$ cat src/rtl/mfp_ahb_sevenseg_gen.sv
// AHB-Lite multiplexed seven-segment controller for common-anode displays.
// It provides per-digit hex/raw decode, blink and decimal point, plus PWM brightness.
module mfp_ahb_sevenseg_gen #(
  parameter int NDIGITS      = 8,
  parameter int REFRESH_LOG2 = 16,
  parameter int BLINK_LOG2   = 25
) (
  input  logic               HCLK,
  input  logic               HRESETn,
  input  logic [7:0]         HADDR,
  input  logic [31:0]        HWDATA,
  input  logic               HWRITE,
  input  logic               HSEL,
  output logic [31:0]        HRDATA,
  output logic [NDIGITS-1:0] DISPENOUT,
  output logic [7:0]         DISPOUT
);

  localparam int IDX_W = (NDIGITS > 1) ? $clog2(NDIGITS) : 1;

  function automatic logic [NDIGITS-1:0] blank_reset();
    logic [NDIGITS-1:0] v;
    for (int i = 0; i < NDIGITS; i++) v[i] = (i >= NDIGITS / 2);
    return v;
  endfunction

  function automatic logic [NDIGITS-1:0] dp_reset();
    logic [NDIGITS-1:0] v;
    for (int i = 0; i < NDIGITS; i++) v[i] = (i != 3);
    return v;
  endfunction

  localparam logic [NDIGITS-1:0] BLANK_RST = blank_reset();
  localparam logic [NDIGITS-1:0] DP_RST    = dp_reset();

  // Four digit codes share each word, starting at 0x10.
  function automatic logic [7:0] code_addr(input int d);
    return 8'(16 + 4 * (d / 4));
  endfunction

  function automatic logic [6:0] hex_seg(input logic [4:0] c);
    case (c)
      5'h00: hex_seg = 7'h40;
      5'h01: hex_seg = 7'h79;
      5'h02: hex_seg = 7'h24;
      5'h03: hex_seg = 7'h30;
      5'h04: hex_seg = 7'h19;
      5'h05: hex_seg = 7'h12;
      5'h06: hex_seg = 7'h02;
      5'h07: hex_seg = 7'h78;
      5'h08: hex_seg = 7'h00;
      5'h09: hex_seg = 7'h10;
      5'h0A: hex_seg = 7'h08;
      5'h0B: hex_seg = 7'h03;
      5'h0C: hex_seg = 7'h46;
      5'h0D: hex_seg = 7'h21;
      5'h0E: hex_seg = 7'h06;
      5'h0F: hex_seg = 7'h0E;
      5'h11: hex_seg = 7'h3F;
      5'h12: hex_seg = 7'h77;
      default: hex_seg = 7'h7F;
    endcase
  endfunction

  logic [7:0]              haddr_reg;
  logic                    hwrite_reg;
  logic                    hsel_reg;
  logic [NDIGITS-1:0]      blank_reg;
  logic [NDIGITS-1:0]      dp_reg;
  logic [NDIGITS-1:0]      raw_reg;
  logic [NDIGITS-1:0]      blink_reg;
  logic [7:0]              code_reg [NDIGITS];
  logic                    enable_reg;
  logic [3:0]              bright_reg;
  logic [REFRESH_LOG2-1:0] presc_reg;
  logic [IDX_W-1:0]        idx_reg;
  logic [BLINK_LOG2-1:0]   blink_cnt_reg;
  logic [NDIGITS-1:0]      dispen_reg;
  logic [7:0]              dispout_reg;

  logic                    wr_en;
  logic                    presc_wrap;
  logic [3:0]              ph;
  logic [7:0]              cur_code;
  logic [6:0]              seg;
  logic                    lit;
  logic [NDIGITS-1:0]      anode_next;
  logic [7:0]              dispout_next;

  assign wr_en      = hsel_reg && hwrite_reg;
  assign presc_wrap = &presc_reg;
  assign ph         = presc_reg[REFRESH_LOG2-1 -: 4];

  always_ff @(posedge HCLK or negedge HRESETn) begin
    if (!HRESETn) begin
      haddr_reg  <= '0;
      hwrite_reg <= 1'b0;
      hsel_reg   <= 1'b0;
    end else begin
      haddr_reg  <= HADDR;
      hwrite_reg <= HWRITE;
      hsel_reg   <= HSEL;
    end
  end

  always_ff @(posedge HCLK or negedge HRESETn) begin
    if (!HRESETn) begin
      blank_reg  <= BLANK_RST;
      dp_reg     <= DP_RST;
      raw_reg    <= '0;
      blink_reg  <= '0;
      enable_reg <= 1'b1;
      bright_reg <= 4'hF;
      for (int d = 0; d < NDIGITS; d++) code_reg[d] <= '0;
    end else if (wr_en) begin
      case (haddr_reg)
        8'h00: blank_reg <= HWDATA[NDIGITS-1:0];
        8'h04: dp_reg    <= HWDATA[NDIGITS-1:0];
        8'h08: raw_reg   <= HWDATA[NDIGITS-1:0];
        8'h0C: blink_reg <= HWDATA[NDIGITS-1:0];
        8'h20: begin
          enable_reg <= HWDATA[0];
          bright_reg <= HWDATA[11:8];
        end
        default: ;
      endcase
      for (int d = 0; d < NDIGITS; d++) begin
        if (haddr_reg == code_addr(d)) code_reg[d] <= HWDATA[8*(d%4) +: 8];
      end
    end
  end

  always_ff @(posedge HCLK or negedge HRESETn) begin
    if (!HRESETn) begin
      presc_reg     <= '0;
      idx_reg       <= '0;
      blink_cnt_reg <= '0;
    end else begin
      presc_reg     <= presc_reg + REFRESH_LOG2'(1);
      blink_cnt_reg <= blink_cnt_reg + BLINK_LOG2'(1);
      if (presc_wrap) begin
        idx_reg <= (idx_reg == IDX_W'(NDIGITS - 1)) ? '0 : idx_reg + IDX_W'(1);
      end
    end
  end

  always_comb begin
    cur_code     = code_reg[idx_reg];
    seg          = raw_reg[idx_reg] ? cur_code[6:0] : hex_seg(cur_code[4:0]);
    lit          = enable_reg && !blank_reg[idx_reg] && (ph <= bright_reg) &&
                   !(blink_reg[idx_reg] && blink_cnt_reg[BLINK_LOG2-1]);
    dispout_next = lit ? {dp_reg[idx_reg], seg} : 8'hFF;
  end

  for (genvar gi = 0; gi < NDIGITS; gi++) begin : g_anode
    assign anode_next[gi] = !(lit && (idx_reg == IDX_W'(gi)));
  end

  // Outputs are registered so that at most one anode can be low at any time.
  always_ff @(posedge HCLK or negedge HRESETn) begin
    if (!HRESETn) begin
      dispen_reg  <= '1;
      dispout_reg <= 8'hFF;
    end else begin
      dispen_reg  <= anode_next;
      dispout_reg <= dispout_next;
    end
  end

  assign DISPENOUT = dispen_reg;
  assign DISPOUT   = dispout_reg;

  always_comb begin
    HRDATA = '0;
    if (hsel_reg && !hwrite_reg) begin
      case (haddr_reg)
        8'h00: HRDATA[NDIGITS-1:0] = blank_reg;
        8'h04: HRDATA[NDIGITS-1:0] = dp_reg;
        8'h08: HRDATA[NDIGITS-1:0] = raw_reg;
        8'h0C: HRDATA[NDIGITS-1:0] = blink_reg;
        8'h20: HRDATA = {20'b0, bright_reg, 7'b0, enable_reg};
        default: ;
      endcase
      for (int d = 0; d < NDIGITS; d++) begin
        if (haddr_reg == code_addr(d)) HRDATA[8*(d%4) +: 8] = code_reg[d];
      end
    end
  end

endmodule

$ cat config.mk
export PLATFORM = sky130hd
export DESIGN_NAME = mfp_ahb_sevenseg_gen
export DESIGN_NICKNAME = d
export VERILOG_FILES = /design/src/rtl/mfp_ahb_sevenseg_gen.sv
export SDC_FILE = /design/constraint.sdc
export NUM_CORES = 1
export LEC_CHECK = 0
export ABC_AREA = 0
export ABC_CLOCK_PERIOD_IN_PS = 2650
export BUFFER_PORTS_ARGS = -buffer_cell sky130_fd_sc_hd__buf_4
export CELL_PAD_IN_SITES_DETAIL_PLACEMENT = 1
export CELL_PAD_IN_SITES_GLOBAL_PLACEMENT = 2
export CORE_UTILIZATION = 35
export CTS_BUF_LIST = sky130_fd_sc_hd__clkbuf_16
export CTS_CLUSTER_SIZE = 14
export DETAILED_ROUTE_END_ITERATION = 12
export GPL_TIMING_DRIVEN = 1
export PLACE_DENSITY_LB_ADDON = 0.1
export SKIP_LAST_GASP = 1
export SYNTH_ARGS = -nofsm -noshare
export SYNTH_HDL_FRONTEND = slang
export SYNTH_SLANG_ARGS = --single-unit
$ cat constraint.sdc
create_clock -name HCLK -period 2.65 [get_ports HCLK]
set_input_delay 0.53 -clock HCLK [delete_from_list [all_inputs] [get_ports HCLK]]
set_output_delay 0.53 -clock HCLK [all_outputs]
set_load 0.1 [all_outputs]
==> flow_metrics.py, run 1 <==
metrics = {
    "floorplanning": {
        "start_util_pct": 35.8,
        "dieHeight_um": 157,
        "rows": 56,
        "die-area_mm2": 0.0248,
        "die_width_um": 157,
        "coreArea_mm2": 0.0236,
        "num_io_pins": 92,
    },
    "job": {
        "cap_violations": 0,
    },
    "layout": {
        "largest_register_ffs": 64,
        "fill_cells": 2381,
        "fin_area_mm2": 0.0113,
        "final_nets": 847,
        "synthToLayoutAreaGrowth_pct": 33.9,
        "multiInputGateArea_mm2": 0.00426,
        "drive_above_1_share_pct": 50.0,
        "fin_util_pct": 48.0,
        "num_antenna_cells": 0,
        "layout_commonest_cell": "dfrtp_1",
        "final_cell_mix": "dfrtp_1 (139), buf_4 (90), mux2_2 (72), nand2_1 (55), buf_12 (45)",
        "seqCellArea_mm2": 0.00432,
    },
    "routing": {
        "vias": 5856,
        "detail-route-antenna-nets": 0,
        "wl_per_cell_um": 21.2,
        "drt_iter0_markers": 326,
        "wl_mm": 23.6,
        "post-route-drc-count": 0,
        "dr.pass1.iters": 5,
        "viasPerCell": 5.24,
    },
    "sta": {
        "finalClockSkew_ns": 0.0126,
        "slew_violations": 0,
        "fin_crit_sh_pct": 116,
        "setup_tns_ns": -11.07,
        "period_minus_slack_ns": 3.07,
        "worst_slack_ns": -0.421,
        "worst_slew_pin_slew_ns": 0.696,
        "hold_viol_final": 0,
        "relSlewSlack_pct": 53.6,
        "finalSetupViolCount": 32,
        "rsz0062_at_grt": "yes",
        "fmax_ghz": 0.326,
    },
    "logic_synthesis": {
        "ys.flop_type": "dfrtp_1",
        "synth.distinct_cells": 60,
        "yosysSeqAreaShare_pct": 51.1,
        "async_flop_share_pct": 100,
        "synth_edf_count": 0,
        "ys_ff_latch": 171,
        "netlist_instances": 653,
        "synth_area_mm2": 0.00846,
        "avgSynthCellArea_um2": 13.0,
        "ys_warn_count": 0,
        "syn-num-nets": 715,
    },
    "worst_setup_path": {
        "crit_arrival_ns": 2.54,
        "rrSetupSlack_ns": 0.01,
        "worst_path_max_delay_cell": "or4_4",
        "critPathLaunchType": "flip-flop",
        "crit_path_cell_trace": "or4_4, nor3_4, nand2_2, nor2_4, buf_12, buf_12, a222oi_1, nor2_4, buf_12",
        "crit_top_cell": "buf_12",
        "r2r-start": "haddr_reg[7]",
        "path_max_fanout": 5,
        "reg2reg_depth": 10,
        "required_ns": 2.12,
        "cp-end-kind": "primary output",
        "path_buf_inv": 3,
        "crit_type": "flip-flop to primary output",
        "crit_path_max_incr_delay_ns": 0.57,
        "rr_endpoint": "code_reg[41]",
        "cp_top_family": "simple AND/OR/NAND/NOR gates",
    },
    "worst_hold_path": {
        "hp-class": "input port to asynchronous set/reset pin",
    },
    "power_and_ir_drop": {
        "cellPowerDensity_mw_per_mm2": 505,
        "power.total_mw": 5.72,
        "p_leak_nw": 4.79,
        "ir_drop_v": 0.000323,
    },
    "grt": {
        "grt_antenna_before_repair": 0,
        "grt_pass1_vias": 6415,
        "gr-total-overflow": 0,
        "grt.total_usage_pct": 20.6,
        "grt_pass1_wl_mm": 37.9,
        "grt_max_degree": 58,
    },
    "clock_tree": {
        "clockRootBuffer": "clkbuf_16",
        "clkTransAtPathRegs_ns": 0.08,
        "cts_hold_buf": 0,
        "numCtsBuffers": 17,
        "clk_latency_ns": 0.44,
        "cts_buffer_depth": 2,
        "cts_sinks": 171,
        "ctsHtreeMaxLevel": 4,
        "cts_tree": "done",
    },
    "place": {
        "post_dp_cell_area_mm2": 0.0102,
        "portBuffers": 91,
        "dpl.hpwl_mm": 17.0,
        "gp_congestion": 0.836,
        "place_ws_ns": -0.0360,
    },
    "status": {
        "violations": "setup timing",
        "outcome": "finished with violations",
    },
}
-- through the flow --
step,hold slack [ns],cells
2_1_floorplan,0.234,653
3_3_place_gp,0.447,1076
3_5_place_dp,0.457,1076
4_1_cts,0.0818,1108
5_1_grt,0.0821,1117
6_report,0.0561,1117
-- Yosys cell counts, drive strengths merged, types with 2 or more instances --
library cell	number	area, um^2
buf	17	179
o211ai	2	15.0
a22o	6	52.6
inv	12	45.0
xnor2	27	236
nor3	4	36.3
xor2	11	96.3
nor2	42	165
dfstp	32	841
and3	12	75.1
a21oi	13	68.8
o221ai	2	17.5
nor2b	3	18.8
nand4	9	56.3
mux2i	7	77.6
nand2	57	219
mux4	22	495
dfrtp	139	3480
clkbuf	13	48.8
and2	4	27.5
ha	18	225
mux2	109	1330
nand2b	4	32.5
a22oi	21	158
nor3b	2	25.0
o21ai	8	40.0
nand3	26	130
a31oi	4	25.0
a222oi	12	120
-- repair_timing --
item | in CTS | in global routing
gates resized for setup | 89 | 15
setup endpoints to repair | 32 | 36
pin swaps | 6 | 39
buffers inserted | 0 | 6
gates cloned | 0 | 3
-- cell type report --
type,count,area share (%)
clock buffers,17,3.76
clock inverters,15,1.46
well taps,319,3.52
multi-input cells,439,37.6
inverters,13,0.431
flip-flops and latches,171,38.1
repair buffers,143,15.1
-- per-layer routing --
metal,up-vias,routed length [um],track usage [%]
met3,9,846,3.91
met2,128,11800,34.5
met4,0,155,4.81
met1,3066,10800,27.5
met5,-,0,0
li1,2653,-,-
-- worst reg2reg max path, stage by stage, from the launching register on --
cell	delay, ns
dfrtp_1	0.37
or4_4	0.57
nor3_4	0.19
nand2_2	0.09
nor2_4	0.13
buf_6	0.15
buf_8	0.13
buf_4	0.12
and2_1	0.16
buf_4	0.24
mux2_2	0.36
-- worst max path at each step --
stage	end	depth (start not counted)	slack [ns]	from
after floorplan	HRDATA[0]	6	-0.31	haddr_reg[7]
after global placement	HRDATA[0]	6	0.004	haddr_reg[7]
after detailed placement	HRDATA[0]	6	-0.04	haddr_reg[7]
after CTS	HRDATA[0]	6	-0.45	haddr_reg[7]
after global routing	HRDATA[0]	7	-0.52	haddr_reg[7]
final	HRDATA[9]	9	-0.42	haddr_reg[7]
-- cell families after synthesis --
| kind of cell | count (synthesis) | synth area share [%] |
|---|---|---|
| xor+xnor | 38 | 3.94 |
| buf+inv | 43 | 3.27 |
| fa+ha+maj | 18 | 2.66 |
| flops | 171 | 51.1 |
| compound gates | 75 | 6.54 |
| mux | 138 | 22.5 |
| simple gates | 170 | 9.99 |
-- power by group --
part | switching [mW] | internal [mW]
registers | 0.0591 | 2.70
clock network | 1.13 | 1.41
logic | 0.254 | 0.171
Power figures use the tool's default switching activity.
==> inputs of run 2 (changes only) <==
--- a/config.mk
+++ b/config.mk
@@ -10,7 +10,7 @@
 export BUFFER_PORTS_ARGS = -buffer_cell sky130_fd_sc_hd__buf_4
 export CELL_PAD_IN_SITES_DETAIL_PLACEMENT = 1
 export CELL_PAD_IN_SITES_GLOBAL_PLACEMENT = 2
-export CORE_UTILIZATION = 35
+export CORE_UTILIZATION = 37
 export CTS_BUF_LIST = sky130_fd_sc_hd__clkbuf_16
 export CTS_CLUSTER_SIZE = 14
 export DETAILED_ROUTE_END_ITERATION = 12
==> run 2 against run 1 <==
The flow still finishes with violations (setup timing). Combinational power about the same. Register-to-register slack about the same. Clock skew shrank 0.0017 ns. Hold slack got worse by 0.0036 ns. Sequential share of layout area is 0.15 points higher. Critical path type unchanged.
==> flow_metrics.py, run 2 (same netlist as run 1, synthesis figures left out) <==
metrics = {
    "status": {
        "outcome": "finished with violations",
        "violations": "setup timing",
    },
    "worst_setup_path": {
        "crit_type": "flip-flop to primary output",
        "rr_endpoint": "code_reg[42]",
        "required_ns": 2.12,
        "r2r-start": "haddr_reg[7]",
        "rrSetupSlack_ns": 0,
        "path_max_fanout": 5,
        "critPathLaunchType": "flip-flop",
        "timing.critical_path.to": "HRDATA[11]",
        "reg2reg_depth": 10,
        "crit_arrival_ns": 2.54,
        "crit_start": "haddr_reg[7]",
        "cp-end-kind": "primary output",
    },
    "layout": {
        "final_nets": 846,
        "largest_register_ffs": 64,
        "fill_cells": 2219,
        "fin_area_mm2": 0.0113,
        "num_antenna_cells": 0,
        "layout_commonest_cell": "dfrtp_1",
        "synthToLayoutAreaGrowth_pct": 33.4,
        "final_cell_mix": "dfrtp_1 (139), buf_4 (88), mux2_2 (72), nand2_1 (55), buf_12 (42)",
        "seqCellArea_mm2": 0.00432,
        "drive_above_1_share_pct": 50.6,
        "finalNonFillerCells": 1077,
        "multiInputGateArea_mm2": 0.00428,
    },
    "sta": {
        "worst_hold_slack_ns": 0.0525,
        "fin_crit_sh_pct": 116,
        "finalSetupViolCount": 32,
        "worst_slack_ns": -0.416,
        "period_minus_slack_ns": 3.07,
        "worst_slew_pin_slew_ns": 0.656,
        "fmax_ghz": 0.326,
        "relSlewSlack_pct": 56.2,
        "rsz0062_at_grt": "yes",
        "finalClockSkew_ns": 0.0109,
        "slew_violations": 0,
        "setup_tns_ns": -11.53,
        "hold_viol_final": 0,
    },
    "routing": {
        "vias": 5802,
        "post-route-drc-count": 0,
        "viasPerCell": 5.39,
        "wl_mm": 23.0,
        "dr.pass1.iters": 7,
        "wl_per_cell_um": 21.3,
        "detail-route-antenna-nets": 0,
        "drt_iter0_markers": 330,
    },
    "floorplanning": {
        "num_io_pins": 92,
        "coreArea_mm2": 0.0221,
        "die_width_um": 153,
        "die-area_mm2": 0.0235,
        "start_util_pct": 38.3,
        "dieHeight_um": 153,
        "rows": 54,
    },
    "power_and_ir_drop": {
        "seq_power_share_pct": 48.8,
        "switching_power_mw": 1.44,
        "cellPowerDensity_mw_per_mm2": 501,
        "comb_power_share_pct": 7.5,
        "p_leak_nw": 4.79,
        "clockPowerShare_pct": 43.8,
        "ir_drop_v": 0.000407,
        "p_sw_share_pct": 25.6,
        "p_int_mw": 4.20,
        "power.total_mw": 5.65,
    },
    "grt": {
        "grt_pass1_wl_mm": 37.1,
        "gr-total-overflow": 0,
        "grt_antenna_before_repair": 0,
        "grt_max_degree": 57,
        "grt.total_usage_pct": 20.6,
        "grt_pass1_vias": 6449,
    },
    "place": {
        "dpl.hpwl_mm": 16.4,
        "dp.cells": 1035,
        "post_dp_cell_area_mm2": 0.0101,
        "gp_congestion": 0.798,
        "portBuffers": 91,
    },
    "clock_tree": {
        "numCtsBuffers": 17,
        "cts_buffer_depth": 2,
        "cts_tree": "done",
        "clockRootBuffer": "clkbuf_16",
        "clk_latency_ns": 0.42,
        "ctsHtreeMaxLevel": 4,
        "cts_sinks": 171,
        "clkTransAtPathRegs_ns": 0.07,
    },
    "job": {
        "cap_violations": 0,
    },
    "worst_hold_path": {
        "hp-class": "input port to asynchronous set/reset pin",
    },
}
run 2: changes by cell type in the layout (fill, tap and decap cells not counted), sizes merged:
cell,delta
inv,+2
buf,-1
bufinv,-1
clkinvlp,-1
run 2: layer usage:
layer  global-route usage, %  share of wire [%]  vias up  wire, um
met5                       0                  0        -         0
met4                    5.10                1.3        0       308
met3                    3.77                3.6       18       832
met2                    32.9                 48      129     11100
met1                    28.8                 47     3005     10800
li1                        -                  -     2650         -
run 2: area by class of cell:
type	count	area share, %
flip-flops and latches	171	38.3
clock buffers	17	3.77
multi-input cells	439	37.9
repair buffers	142	15.1
inverters	13	0.432
clock inverters	15	1.38
well taps	280	3.10
run 2: power groups by stage:
stage	logic (mW)	clock network [mW]	registers [mW]
after floorplan	0.171	0	2.83
after global placement	0.413	0	2.80
after detailed placement	0.423	0	2.80
after CTS	0.428	2.55	2.75
after global routing	0.457	2.66	2.76
final	0.422	2.47	2.75
run 2: worst max-delay path, cell delays in order (launching register included):
cell and delay, ns:
dfrtp_1 0.36, or4_4 0.57, nor3_4 0.21, nand2_2 0.10
nor2_4 0.14, buf_4 0.15, buf_12 0.12, a222oi_1 0.13
nor2_4 0.15, buf_12 0.18
run 2: worst min-delay path by stage:
stage | slack, ns | start | cells past startpoint | endpoint
finish | 0.05 | HRESETn | 1 | code_reg[40]
global route | 0.08 | HRESETn | 1 | code_reg[40]
CTS | 0.07 | HRESETn | 1 | code_reg[40]
detailed placement | 0.46 | blink_cnt_reg[19] | 1 | blink_cnt_reg[19]
global placement | 0.45 | blink_cnt_reg[21] | 1 | blink_cnt_reg[21]
floorplan | 0.23 | HRESETn | 0 | blank_reg[0]
run 2: what timing repair did:
item	4_1_cts	5_1_grt
hold buffers	0	0
setup buffers	4	1
pin swaps	5	21
gates resized for setup	91	26
cloned	2	3
endpoints found under the setup margin	51	63
run 2: stage by stage:
step | utilization, % | setup WS (ns)
2_1_floorplan | - | -0.307
3_5_place_dp | 45.7 | -0.163
6_report | 51.1 | -0.416
4_1_cts | 50.2 | -0.417
3_3_place_gp | 45.7 | -0.120
5_1_grt | 51.1 | -0.524
